### src/rtl/imem_arbiter.sv
// Round-robin arbiter that shares one combinational-read instruction ROM between
// the IFU (port 0) and the LSU (port 1). Optional misalignment check: IMEM_ALIGN_CHECK_EN.
module imem_arbiter #(
  parameter int ADDR_W = 32,
  parameter int DATA_W = 32
) (
  input  logic              clk,
  input  logic              rst_n,
  input  logic [1:0]        req_valid,
  output logic [1:0]        req_ready,
  input  logic [ADDR_W-1:0] req_addr0,
  input  logic [ADDR_W-1:0] req_addr1,
  output logic [1:0]        resp_valid,
  input  logic [1:0]        resp_ready,
  output logic [DATA_W-1:0] resp_data,
  output logic              resp_err,
  output logic [ADDR_W-1:0] rom_addr,
  input  logic [DATA_W-1:0] rom_data
);

  typedef enum logic {IDLE, RESP} state_t;

  state_t            state;
  logic              gnt_id;
  logic              rr_ptr;
  logic              can_accept;
  logic              winner;
  logic              grant;
  logic              misaligned;
  logic [ADDR_W-1:0] win_addr;

  always_comb begin
    // NOTE: every signal assigned here gets a value on every path, so no latch is inferred.
    can_accept = (state == IDLE) |
                 ((state == RESP) & resp_valid[gnt_id] & resp_ready[gnt_id]);
    winner     = (&req_valid) ? rr_ptr : req_valid[1];
    // Gating with rst_n keeps req_ready low for the whole reset, not just after the first edge.
    grant      = rst_n & (|req_valid) & can_accept;
    win_addr   = winner ? req_addr1 : req_addr0;
    req_ready  = 2'b00;
    if (grant) req_ready[winner] = 1'b1;
    rom_addr   = grant ? win_addr : '0;
`ifdef IMEM_ALIGN_CHECK_EN
    misaligned = |win_addr[1:0];
`else
    misaligned = 1'b0;
`endif
  end

  // NOTE: sequential state uses non-blocking assignments so every register samples pre-edge values.
  always_ff @(posedge clk or negedge rst_n) begin
    if (!rst_n) begin
      state      <= IDLE;
      gnt_id     <= 1'b0;
      rr_ptr     <= 1'b0;
      resp_valid <= 2'b00;
      resp_data  <= '0;
      resp_err   <= 1'b0;
    end else if (grant) begin
      // A retiring response and a new grant share this edge, so there is no bubble.
      state      <= RESP;
      gnt_id     <= winner;
      rr_ptr     <= ~winner;
      resp_valid <= winner ? 2'b10 : 2'b01;
      resp_data  <= misaligned ? '0 : rom_data;
      resp_err   <= misaligned;
    end else if (state == RESP && resp_ready[gnt_id]) begin
      state      <= IDLE;
      resp_valid <= 2'b00;
    end
  end

endmodule

### config.mk
export PLATFORM = sky130hd
export DESIGN_NAME = imem_arbiter
export DESIGN_NICKNAME = d
export VERILOG_FILES = /design/src/rtl/imem_arbiter.sv
export SDC_FILE = /design/constraint.sdc
export NUM_CORES = 1
export LEC_CHECK = 0
export CORE_ASPECT_RATIO = 0.7
export CORE_MARGIN = 4
export CORE_UTILIZATION = 34
export CTS_BUF_LIST = sky130_fd_sc_hd__clkbuf_8
export CTS_CLUSTER_DIAMETER = 100
export DETAILED_ROUTE_END_ITERATION = 7
export MAX_ROUTING_LAYER = met4
export PLACE_DENSITY_LB_ADDON = 0.12
export SYNTH_ARGS = -nofsm -noshare
export SYNTH_HDL_FRONTEND = slang
export SYNTH_SLANG_ARGS = --single-unit
### constraint.sdc
create_clock -name clk -period 1.6 [get_ports clk]
set_clock_uncertainty 0.05 [all_clocks]
set_input_delay 0.32 -clock clk [delete_from_list [all_inputs] [get_ports clk]]
set_output_delay 0.32 -clock clk [all_outputs]
set_load 0.005 [all_outputs]
# Yosys cells after proc, flatten, opt, wreduce, memory -nomap -nowiden
# Index checks and enable logic that the tools add are counted.
# Widths: inputs -> output; s select.
# op_classes
order_cmp	3
muxes	15
n_bitwise	7
n_reduce_logical	5
# ops
op	count
$mux 32	2
$mux 1	8
$mux 2	4
$and 1x1->1	4
$lt 1x2->1 const B	2
$logic_and 1x1->1	2
$not 1->1	2
$reduce_and 2->1	1
$reduce_bool 2->1	1
$reduce_or 2->1	1
$demux 1 s1	1
$ge 1x1->1 const B	1
$or 1x1->1	1
# word_totals
ff_bits	37
inputBits	102
out_inout_bits	69
word_cells	35

# Longest topological paths before layout
# depth
depth_word	7
depth_mapped	6
mapped_depth_nobuf	3

# Least setup slack after synthesis
# OpenSTA, ideal clock, no wires.
# synth_timing
path_kind	register to output
start	register gnt_id
end	output port req_ready[0]
arrival_ps	1243
required_ps	1230
setup_slack_ps	-13
stages_incl_launch_ff	5
cell_sequence	dfrtp_1 > mux2_2 > nor2_4 > buf_4 > nor3_2
# synth_between
elab_chain_cells	7
word_cells_on_any_way	9
cone_classes	mux: 5; bitwise: 4
# synth_lines
element	line_no	rtl
start: declaration	24	logic gnt_id;
start signal: assignment	62	gnt_id <= winner;
$mux 1 (implied by the code) (2 in series)	35	((state == RESP) & resp_valid[gnt_id] & resp_ready[gnt_id]);
$and 1x1->1	35	
$and 1x1->1 (*)	35	
$or 1x1->1 (*)	34	can_accept = (state == IDLE) |
$and 1x1->1 (*)	38	grant = rst_n & (|req_valid) & can_accept;
$mux 2 (*)	41	if (grant) req_ready[winner] = 1'b1;
end: declaration	10	output logic [1:0] req_ready,
# Every way passes the cells marked *; elsewhere a longest branch is shown, timed or not. The select of a mux whose other input is x is not followed.

# Final worst setup path
# layout_timing
start	register gnt_id
end	output port rom_addr[6]
# layout_between
elab_chain_cells	7
word_cells_on_any_way	9
cone_classes	mux: 5; bitwise: 4
# layout_lines
element	line_no	rtl
$mux 1 (implied by the code) (2 in series)	35	
$and 1x1->1	35	
$and 1x1->1 (*)	35	
$or 1x1->1 (*)	34	
$and 1x1->1 (*)	38	
$mux 32 (*)	42	rom_addr = grant ? win_addr : '0;
end: declaration	17	output logic [ADDR_W-1:0] rom_addr,
# Marks and branches as above.

==> flow_metrics.env <==
export IMPL_postRouteAntennaNets=0
export IMPL_boundaryPins=171
export IMPL_clkPwrFrac_pct=10.2
export IMPL_p_seq_share_pct=22.9
export IMPL_run_status="finished with violations"
export IMPL_wl_per_cell_um=19.57
export IMPL_clkLatencyLatePin_ns=0.29
export IMPL_critPathCapture="rom_addr[6]"
export IMPL_crit_required_ns=1.23
export IMPL_setup_ws_ns=-0.5532
export IMPL_grt_antenna_before_repair=0
export IMPL_p_switching_uw=2649
export IMPL_hold_violations=0
export IMPL_layout_drive_gt1_share_pct=35.51
export IMPL_route_detailed_drc=0
export IMPL_r2r_cells=8
export IMPL_cts_hold_buf=0
export IMPL_async_flop_share_pct=100.0
export IMPL_num_antenna_cells=0
export IMPL_syn_nets=398
export IMPL_place_area_um2=4551
export IMPL_drt_met1_wl_um=5075
export IMPL_drt_iter0_markers=227
export IMPL_synthToLayoutAreaGrowth_pct=92.88
export IMPL_p_int_uw=4293
export IMPL_cts_buffers_inserted=5
export IMPL_instances_no_fill=588
export IMPL_ys_ff_latch=37
export IMPL_die_area_um2=9418
export IMPL_max_clock_freq_ghz=0.4644
export IMPL_die_h_um=82.41
export IMPL_crit_start="gnt_id"
export IMPL_top_layer="met4"
export IMPL_finalCritPeriodShare_pct=134.6
export IMPL_crit_path_end_kind="primary output"
export IMPL_synth_warnings=0
export IMPL_placeableCoreArea_um2=7482
export IMPL_portBuffers=169
export IMPL_drt_vias_per_instance=5.672
export IMPL_violations="negative setup slack"
export IMPL_synth_area_per_cell_um2=9.084
export IMPL_ys_flop_type="dfrtp_1"
export IMPL_seq_area_frac_synth_pct=34.43
export IMPL_regToRegEndpoint="rr_ptr"
export IMPL_pwr_share_comb_pct=66.9
export IMPL_dr_wl_met3_um=763
export IMPL_synth_area_um2=2689
export IMPL_ys_types=24
export IMPL_cp_arrival_ns=1.78
export IMPL_clockRootBuffer="clkbuf_8"
export IMPL_clkTransAtPathRegs_ns=0.08
export IMPL_period_minus_slack_ns=2.153
export IMPL_die_w_um=114.3
export IMPL_hp_class="primary input to asynchronous set/reset pin"
export IMPL_dpl_cell_count=553
export IMPL_cts_tree="built"
export IMPL_tns_ns=-23.44
export IMPL_fin_area_um2=5186
export IMPL_leakagePower_uw=0.002046
export IMPL_start_util_pct=35.94
export IMPL_clock_sinks=37
export IMPL_grtUsageTotal_pct=23.92
export IMPL_critPathKind="flop to primary output"
export IMPL_grt_pass1_vias=3353
export IMPL_fin_util_pct=69.31
export IMPL_cp_max_fo=8
export IMPL_rows=26
export IMPL_clk_path_buf_depth=2
export IMPL_switching_share_pct=38.16
export IMPL_dr_wl_met2_um=5569
export IMPL_finalMaxSlewViolations=0
export IMPL_grt_ovfl_total=0
export IMPL_routed_wl_um=11510
export IMPL_num_vias=3335
export IMPL_dpl_hpwl_um=7392
export IMPL_holdWs_ns=0.09061
export IMPL_p_per_area_nw_per_um2=1339
export IMPL_irDropWorstVdd_mv=0.6130
export IMPL_gp_congestion=0.8109
export IMPL_rsz0062_at_grt="true"
export IMPL_setup_violations=71
export IMPL_syn_inst=296
export IMPL_synth_edf_count=0
export IMPL_grt_max_degree=38
export IMPL_grt_pass1_wl_um=17600
export IMPL_firstDrtPassIters=4
export IMPL_htreeDepth=2
export IMPL_nFillCells=600
export IMPL_r2r_slack_ns=-0.31
export IMPL_maxCapViolations=0
export IMPL_r2r_start="gnt_id"
export IMPL_startpoint_type="flop"
export IMPL_nets=591
-- per-stage QoR --
stage	setup slack [ns]	total power, µW
after CTS	-0.5335	6482
after global routing	-0.6075	7379
after floorplan	-0.01295	3270
final	-0.5532	6942
after global placement	-0.8932	5116
after detailed placement	-0.9036	5186
-- registers in the layout, indices dropped and copies added (netlist names) --
signal,count
gnt_id,1
resp_data,32
resp_valid,2
rr_ptr,1
state,1
-- layout by cell type (no fill, tap or decap), types with 4 or more instances in the layout --
| cell | n |
|---|---|
| a211oi_2 | 32 |
| buf_12 | 9 |
| buf_16 | 6 |
| buf_2 | 35 |
| buf_4 | 30 |
| buf_6 | 8 |
| clkbuf_8 | 6 |
| clkdlybuf4s50_1 | 127 |
| dfrtp_1 | 37 |
| dlygate4sd2_1 | 6 |
| nand3b_1 | 32 |
| o21ai_0 | 84 |
| o21ai_1 | 14 |
| o22ai_1 | 4 |
| o22ai_2 | 27 |
-- cell usage after synthesis, drive strengths merged, types with 2 or more instances --
cell    count  area, µm²
buf        19      165.2
o21ai      99      506.7
o22ai      34      212.7
nor3        2      26.28
inv         3      11.26
dfrtp      37      925.9
nand3b     32      240.2
mux2i       3      30.03
clkbuf     23      86.33
a211oi     32      400.4
nor2        4      22.52
-- layer usage --
| metal | vias to the layer above | track usage [%] |
|---|---|---|
| li1 | 1519 | - |
| met1 | 1672 | 32.01 |
| met2 | 134 | 38.55 |
| met3 | 10 | 5.098 |
| met4 | 0 | 3.440 |
| met5 | - | - |
-- kinds of logic after synthesis --
logic type      Yosys count  synth area share, %
compound gates          169                42.95
buf+inv                  46                9.911
flops                    37                34.43
mux                       4                1.536
other cells               1               0.1395
simple gates             39                11.03
-- worst max-delay path, cell delays in order, from the launching register on --
cell and delay [ns]:
dfrtp_1 0.42, buf_6 0.14, mux2i_2 0.15, a21o_4 0.27
clkbuf_16 0.19, a211oi_2 0.16, buf_2 0.16
-- area by class of cell --
class	instances	area, µm²	area share, %
Clock buffer	6	82.58	1.592
Clock inverter	2	13.76	0.2654
Inverter	4	15.01	0.2895
Multi-Input combinational cell	213	1734	33.44
Sequential cell	37	925.9	17.85
Tap cell	98	122.6	2.364
Timing Repair Buffer	228	2292	44.20
-- power groups by stage --
stage	registers, µW	clock network (µW)	logic [µW]
floorplan	1590	0	1680
global placement	1580	0	3540
detailed placement	1600	0	3590
CTS	1580	718	4180
global route	1640	765	4970
finish	1590	708	4650
-- timing repair --
item,in CTS,in global routing
gates cloned,9,3
resized for setup,194,32
pin swaps,8,8
endpoints found under the setup margin,73,72
setup buffers,13,3
-- how the worst min path moves through the flow --
stage	from	end
floorplan	rst_n	gnt_id
global placement	rst_n	resp_data[29]
detailed placement	rst_n	resp_valid[1]
CTS	rst_n	resp_valid[1]
global route	rst_n	resp_data[18]
finish	rst_n	resp_valid[1]
Power figures use the tool's default switching activity.
